==> src/rtl/branch_resolve.sv <==
// -----------------------------------------------------------------------------
// branch_resolve
//   In-order queue of in-flight control-flow predictions. Fetch pushes
//   {pc, taken, target}. Execute resolves the oldest entry. A wrong
//   prediction raises a one-cycle redirect (mispred/r_addr) and flushes the
//   whole queue. Every accepted resolve also emits one predictor training
//   record (upd_*).
//
// Ports
//   clk, rst          clock (rising edge), asynchronous active-low reset
//   pred_valid/pc/taken/target, pred_ready   prediction enqueue interface
//   res_valid/taken/target                   resolution of the oldest entry
//   mispred, r_addr                          registered redirect pulse / address
//   upd_valid/pc/taken/target                registered training record
//   count                                    current queue occupancy
//   stat_branches, stat_mispred              statistics counters
//
// Configuration
//   BRANCH_STATS_EN   when defined, the statistics counters are built;
//                     otherwise both statistics outputs are tied to zero.
// -----------------------------------------------------------------------------
module branch_resolve #(
  parameter int DEPTH = 4
) (
  input  logic                     clk,
  input  logic                     rst,
  input  logic                     pred_valid,
  input  logic [31:0]              pred_pc,
  input  logic                     pred_taken,
  input  logic [31:0]              pred_target,
  output logic                     pred_ready,
  input  logic                     res_valid,
  input  logic                     res_taken,
  input  logic [31:0]              res_target,
  output logic                     mispred,
  output logic [31:0]              r_addr,
  output logic                     upd_valid,
  output logic [31:0]              upd_pc,
  output logic                     upd_taken,
  output logic [31:0]              upd_target,
  output logic [$clog2(DEPTH):0]   count,
  output logic [31:0]              stat_branches,
  output logic [31:0]              stat_mispred
);

  localparam int AW = $clog2(DEPTH);
  localparam logic [AW:0] DEPTH_C = (AW+1)'(DEPTH);

  logic [31:0]   pc_mem     [DEPTH];
  logic          taken_mem  [DEPTH];
  logic [31:0]   target_mem [DEPTH];

  logic [AW-1:0] wr_ptr, rd_ptr;

  logic          enq, pop, mis_now;
  logic [31:0]   head_pc, head_target, rec_addr;
  logic          head_taken;

  assign head_pc     = pc_mem[rd_ptr];
  assign head_taken  = taken_mem[rd_ptr];
  assign head_target = target_mem[rd_ptr];

  assign pred_ready = (count < DEPTH_C) && !mispred;
  assign enq        = pred_valid && pred_ready;
  assign pop        = res_valid && (count != '0);

  // A not-taken branch has no meaningful target, so compare targets only
  // when the actual outcome is taken.
  assign mis_now  = pop && ((res_taken != head_taken) ||
                            (res_taken && (res_target != head_target)));
  assign rec_addr = res_taken ? res_target : (head_pc + 32'd4);

  // Entry storage carries no reset; occupancy and pointers decide validity.
  always_ff @(posedge clk) begin
    if (enq) begin
      pc_mem[wr_ptr]     <= pred_pc;
      taken_mem[wr_ptr]  <= pred_taken;
      target_mem[wr_ptr] <= pred_target;
    end
  end

  // On a mispredict the flush overrides any same-cycle enqueue.
  always_ff @(posedge clk or negedge rst) begin
    if (!rst) begin
      wr_ptr <= '0;
      rd_ptr <= '0;
      count  <= '0;
    end else if (mis_now) begin
      wr_ptr <= '0;
      rd_ptr <= '0;
      count  <= '0;
    end else begin
      if (enq) wr_ptr <= wr_ptr + 1'b1;
      if (pop) rd_ptr <= rd_ptr + 1'b1;
      count <= count + (AW+1)'(enq) - (AW+1)'(pop);
    end
  end

  always_ff @(posedge clk or negedge rst) begin
    if (!rst) begin
      mispred    <= 1'b0;
      r_addr     <= '0;
      upd_valid  <= 1'b0;
      upd_pc     <= '0;
      upd_taken  <= 1'b0;
      upd_target <= '0;
    end else begin
      mispred   <= mis_now;
      upd_valid <= pop;
      if (mis_now) r_addr <= rec_addr;
      if (pop) begin
        upd_pc     <= head_pc;
        upd_taken  <= res_taken;
        upd_target <= res_target;
      end
    end
  end

`ifdef BRANCH_STATS_EN
  always_ff @(posedge clk or negedge rst) begin
    if (!rst) begin
      stat_branches <= '0;
      stat_mispred  <= '0;
    end else begin
      if (pop)     stat_branches <= stat_branches + 32'd1;
      if (mis_now) stat_mispred  <= stat_mispred + 32'd1;
    end
  end
`else
  assign stat_branches = '0;
  assign stat_mispred  = '0;
`endif

endmodule

==> config.mk <==
export PLATFORM = sky130hd
export DESIGN_NAME = branch_resolve
export DESIGN_NICKNAME = d
export VERILOG_FILES = /design/src/rtl/branch_resolve.sv
export SDC_FILE = /design/constraint.sdc
export NUM_CORES = 1
export LEC_CHECK = 0
export ABC_CLOCK_PERIOD_IN_PS = 3150
export BUFFER_PORTS_ARGS = -buffer_cell sky130_fd_sc_hd__clkbuf_2
export CORE_MARGIN = 2
export CORE_UTILIZATION = 56
export CTS_BUF_LIST = sky130_fd_sc_hd__clkbuf_2 sky130_fd_sc_hd__clkbuf_4 sky130_fd_sc_hd__clkbuf_8
export DETAILED_ROUTE_END_ITERATION = 16
export PLACE_DENSITY = 0.8
export SLEW_MARGIN = 20
export SYNTH_ARGS = -nofsm -noshare
export SYNTH_HDL_FRONTEND = slang
export SYNTH_SLANG_ARGS = --single-unit
==> constraint.sdc <==
create_clock -name clk -period 3.15 [get_ports clk]
set_clock_uncertainty 0.15 [all_clocks]
set_input_delay 0.315 -clock clk [delete_from_list [all_inputs] [get_ports clk]]
set_output_delay 0.315 -clock clk [all_outputs]
set_load 0.03 [all_outputs]
======== Word level (Yosys, flattened, before mapping) ========
Memory sizes are Yosys's and may differ from the RTL's.
Cells that the tools add are included.
storage, ports and cells
  register bits after elaboration ......... 106
  memory bits (writable) .................. 260
  bits of input ports ..................... 102
  output and inout bits ................... 167
  memories ................................ 3
memory list
  memory      depth  width  read ports  clocked after Yosys merged registers in  wr ports  line  source
  pc_mem      4      32     1           0                                        1         49    logic [31:0] pc_mem [DEPTH];
  target_mem  4      32     1           0                                        1         51    logic [31:0] target_mem [DEPTH];
  taken_mem   4      1      1           0                                        1         50    logic taken_mem [DEPTH];
cells by class
  add/sub/neg operators ................... 5
  order comparisons ....................... 1
  equal/unequal tests ..................... 2
  multiplexer cells ....................... 8
  reductions and logical operators ........ 10
operators with widths
  kind                                                              number
  32-bit by 3-bit adder with 32-bit output (second input constant)  1
  32-bit 2-to-1 mux                                                 1
  32-bit != test                                                    1
  2-bit 2-to-1 mux                                                  4
  1-bit logical AND                                                 5
  2-bit by 1-bit adder with 2-bit output (second input constant)    2
  2-bit nonzero test                                                2
  3-bit by 1-bit adder with 3-bit output                            1
  3-bit less-than comparator (second input constant)                1
  3-bit 2-to-1 mux                                                  1
  3-bit nonzero test                                                1
  3-bit by 1-bit subtractor with 3-bit output                       1
  1-bit 2-to-1 mux                                                  2
  1-bit zero test                                                   1
  1-bit logical OR                                                  1
  1-bit != test                                                     1

======== Depth between registers and ports, before layout ========
  word-level depth ........................ 6
  depth in mapped cells ................... 13
  mapped depth without buffers ............ 11

======== Least setup slack after synthesis ========
Ideal clock, no wire load.
  path kind ............................... reg2reg
  from .................................... reg count[2]
  to ...................................... mem pc_mem[0][0], enable pin
  library setup time ...................... 0.430 ns
  data arrival time ....................... 2.773 ns
  required time ........................... 2.570 ns
  slack ................................... -0.204 ns
  cell stages (with the launch flop) ...... 3
  path buffers ............................ 0
  period minus slack after synthesis ...... 3.354 ns
  cell sequence ........................... dfrtp_1 -> nor2_1 -> and3_1
between the ends
  cells in the longest elaborated chain, start to end .. 5
RTL lines
  what                                    line  source
  start: declaration                      41    output logic [$clog2(DEPTH):0] count,
  start signal: assignment                95    count <= count + (AW+1)'(enq) - (AW+1)'(pop);
  3-bit less-than comparator              63    assign pred_ready = (count < DEPTH_C) && !mispred;
  1-bit logical AND                       63
  net pred_ready                          31    output logic pred_ready,
  1-bit logical AND                       64    assign enq = pred_valid && pred_ready;
  1-bit 2-to-1 mux                        75    if (enq) begin
  1-bit 2-to-1 mux (implied by the code)  76    pc_mem[wr_ptr] <= pred_pc;
  end: declaration                        49
The timed path passes the listed nets, and every way through them passes these cells.

======== Worst setup path in the final report ========
  from .................................... reg rd_ptr[0]
  to ...................................... reg r_addr[13]
between the ends
  cells in the longest elaborated chain, start to end .. 5
RTL lines
  what                                                            line  source
  start: declaration                                              53    logic [AW-1:0] wr_ptr, rd_ptr;
  start signal: assignment                                        94    if (pop) rd_ptr <= rd_ptr + 1'b1;
  branches (longest 5 deep; another with memory read 4 x 32 bit)  --
  end signal: assignment                                          110   if (mis_now) r_addr <= rec_addr;
  end: declaration                                                36    output logic [31:0] r_addr,
Several ways; the timed one is not identified.
A chain may end at the register's enable or synchronous reset.

==> qor.yml <==
global_routing:
  grt_max_degree: 75
  overflow: 0
  grt_pass1_vias: 10120
  track_usage: 0.2711
  grt_antenna_before_repair: 3
  grt_pass1_wl_um: 58350
layout:
  multi_input_area_um2: 4735
  stdcell_count: 1866
  final_util: 0.7134
  fillCellCount: 1780
  num-nets-final: 1550
  drive_gt1_frac: 0.3365
  regArea_um2: 10470
  area_delta_synth_final_pct: 25.53
clock_tree:
  cts_sinks: 366
  cts_tree: "yes"
  cts_buffers: 56
  clockBufferDepth: 3
  clkTransAtPathRegs_ps: 70
  insertion_delay_ps: 590
  cts_max_level: 2
  clockRootBuffer: "clkbuf_8"
die:
  initial_utilization: 0.5683
  die_h_um: 171.7
  io_pins: 269
  die_area_um2: 29470
  std_cell_rows: 61
  fp.dieW_um: 171.7
  coreArea_um2: 27710
detailed_routing:
  drtAntennaViolNets: 0
  routed_via_density: 5.420
  wl_per_cell_um: 21.54
  drt_iter0_markers: 1050
  drt_first_pass_iters: 5
  wirelength_um: 40190
  post-route-drc-count: 0
  vias: 10110
pwr:
  vdd_drop_max_mv: 0.7296
  powerDensity_nw_per_um2: 925.2
  p_leak_uw: 0.008152
worst_setup_path:
  crit_type: "flop to flop"
  cp_max_fo: 10
  cp.required_ps: 3480
  start_kind: "flop"
  critical_path.cell_chain: "buf_4, mux4_2, xor2_1, nor4_2, o2111ai_1, and4b_1, a21oi_2, o21ai_4, clkbuf_16, mux2_4"
  end_kind: "flop"
  slowest_stage: "mux4_2"
  crit_arrival_ps: 3460
  max_stage_delay_ps: 500
  worstSetupStartpoint: "rd_ptr[0]"
  r2r-start: "rd_ptr[0]"
timing:
  fin_crit_sh: 0.9928
  max_freq_mhz: 319.8
  slew_headroom: 0.4252
  setup-violations-final: 0
  rsz0062_at_grt: "true"
  finalHoldViolations: 0
  min_period_ps: 3127
  tightest_slew_ps: 862.2
  drv_slew: 0
synthesis:
  syn_area_per_cell_um2: 15.00
  synthTopCellsByCount: "edfxtp_1, nand2_1, dfrtp_1"
  synth_edf_count: 260
  netlist_area_um2: 15750
  synthCells: 1050
  synth-seq-cells: 366
  yosysMostFrequentCell: "edfxtp_1"
  synth-seq-area-share: 0.6643
  synth_cell_types: 57
  synth_top_area_share: 0.4959
  synth_ff_type: "edfxtp_1"
  synthTopCellsByArea: "edfxtp_1, dfrtp_1, mux4_2"
  postSynth.asyncResetShare: 0.2896
  synth.largest_area_cell: "edfxtp_1"
  yosysWarnings: 0
min_path:
  worstHoldStart: "res_target[30]"
  min_path_type: "input port to flop"
place:
  hpwl_um: 26800
  placedCellCount: 1642
  port_buffers: 204
  gp_congestion: 0.8374
run_status:
  status: "completed"
flow_run:
  drv_cap: 0
## cell families (layout without fill, tap and decap cells)
kind of cell	Yosys count	in the layout	synth area share
DFF	366	366	0.6643
and+or+nand+nor	309	309	0.08805
buffers and inverters	122	495	0.05666
muxes	119	119	0.1255
AOI/OAI and AO/OA	66	66	0.02559
xor gates and xnor gates	59	59	0.03282
adders and majority gates	8	8	0.006834
other	1	66	0.0002382
## cells in the final DEF (no fill, tap or decap), types with 6 or more instances in the layout
master | netlist | final
and2_1 | 7 | 7
buf_12 | 6 | 13
buf_4 | 65 | 60
clkbuf_2 | 0 | 203
clkbuf_4 | 0 | 21
clkbuf_8 | 0 | 69
clkinv_2 | 0 | 7
conb_1 | 1 | 64
dfrtp_1 | 106 | 104
dlygate4sd3_1 | 0 | 96
edfxtp_1 | 260 | 260
ha_1 | 7 | 6
inv_1 | 14 | 14
mux2_4 | 31 | 31
mux2i_1 | 35 | 31
mux4_2 | 46 | 46
nand2_1 | 230 | 230
nand3_1 | 14 | 12
nand4_1 | 9 | 9
nor2_1 | 18 | 14
nor2_2 | 2 | 6
o21ai_0 | 36 | 36
o21ai_1 | 6 | 6
xnor2_1 | 32 | 32
xor2_1 | 27 | 27
## area by class of cell
| class | instances | share of cell area |
|---|---|---|
| Timing Repair Buffer | 376 | 0.1407 |
| Sequential cell | 366 | 0.5296 |
| Tap cell | 378 | 0.02393 |
| Multi-Input combinational cell | 625 | 0.2395 |
| Clock buffer | 90 | 0.05602 |
| Inverter | 15 | 0.002849 |
| Antenna cell | 2 | 0.0002532 |
| Clock inverter | 14 | 0.007090 |
## power by group
| part | switching, uW | internal, uW |
|---|---|---|
| clock network | 1780 | 2470 |
| registers | 604 | 6270 |
| logic | 4320 | 2840 |
## through the flow
step / setup slack (ps) / power [uW] / hold slack, ps / area, um2 / setup TNS [ps]
after floorplan: 103.7 / 11610 / -130.6 / 15990 / 0
after global placement: -27.12 / 13470 / 242.1 / 17220 / -493.7
after detailed placement: -47.80 / 13650 / 248.3 / 17220 / -837.6
after CTS: 6.188 / 18080 / 49.80 / 19530 / 0
after global routing: -71.27 / 19090 / 86.51 / 19770 / -1158
final: 22.71 / 18290 / 72.19 / 19770 / 0
## worst paths after layout
check	to	slack (ps)	depth (start not counted)
max	r_addr[13]	20	10
min	upd_target[30]	70	4
max reg2reg	r_addr[13]	20	10
min reg2reg	upd_pc[28]	320	2
max in group asynchronous	rd_ptr[1]	1740	3
min in group asynchronous	upd_pc[27]	190	2
## what timing repair did
| action | in CTS | in global routing |
|---|---|---|
| endpoints found under the hold margin | 335 | 0 |
| hold buffers | 96 | 0 |
| pin swaps | 1 | 3 |
| gates resized for setup | 0 | 21 |
| cloned | 1 | 2 |
| endpoints found under the setup margin | 30 | 32 |
| buffers inserted | 8 | 12 |
## critical path: cells and delay by family, from the launching register on
family	cells	cell delay (ps)
mux	2	810
simple gates	2	620
flops	1	490
buf+inv	2	400
compound gates	3	400
xor+xnor	1	170
## state kept, by name, summed over array words and instances (netlist names)
register	flops
rd_ptr	2
upd_pc	32
upd_target	32
taken_mem	4
wr_ptr	2
pc_mem	128
count	3
r_addr	32
mispred	1
upd_valid	1
target_mem	128
upd_taken	1
## per-layer routing
layer | up-vias | track usage | share of wire
met4 | 2 | 0.09690 | 0.032
met1 | 4993 | 0.3565 | 0.39
met3 | 94 | 0.04763 | 0.081
met5 | - | 0 | 0.00032
li1 | 4470 | - | -
met2 | 555 | 0.4573 | 0.49
No activity file was read; power rests on OpenSTA's default activity.
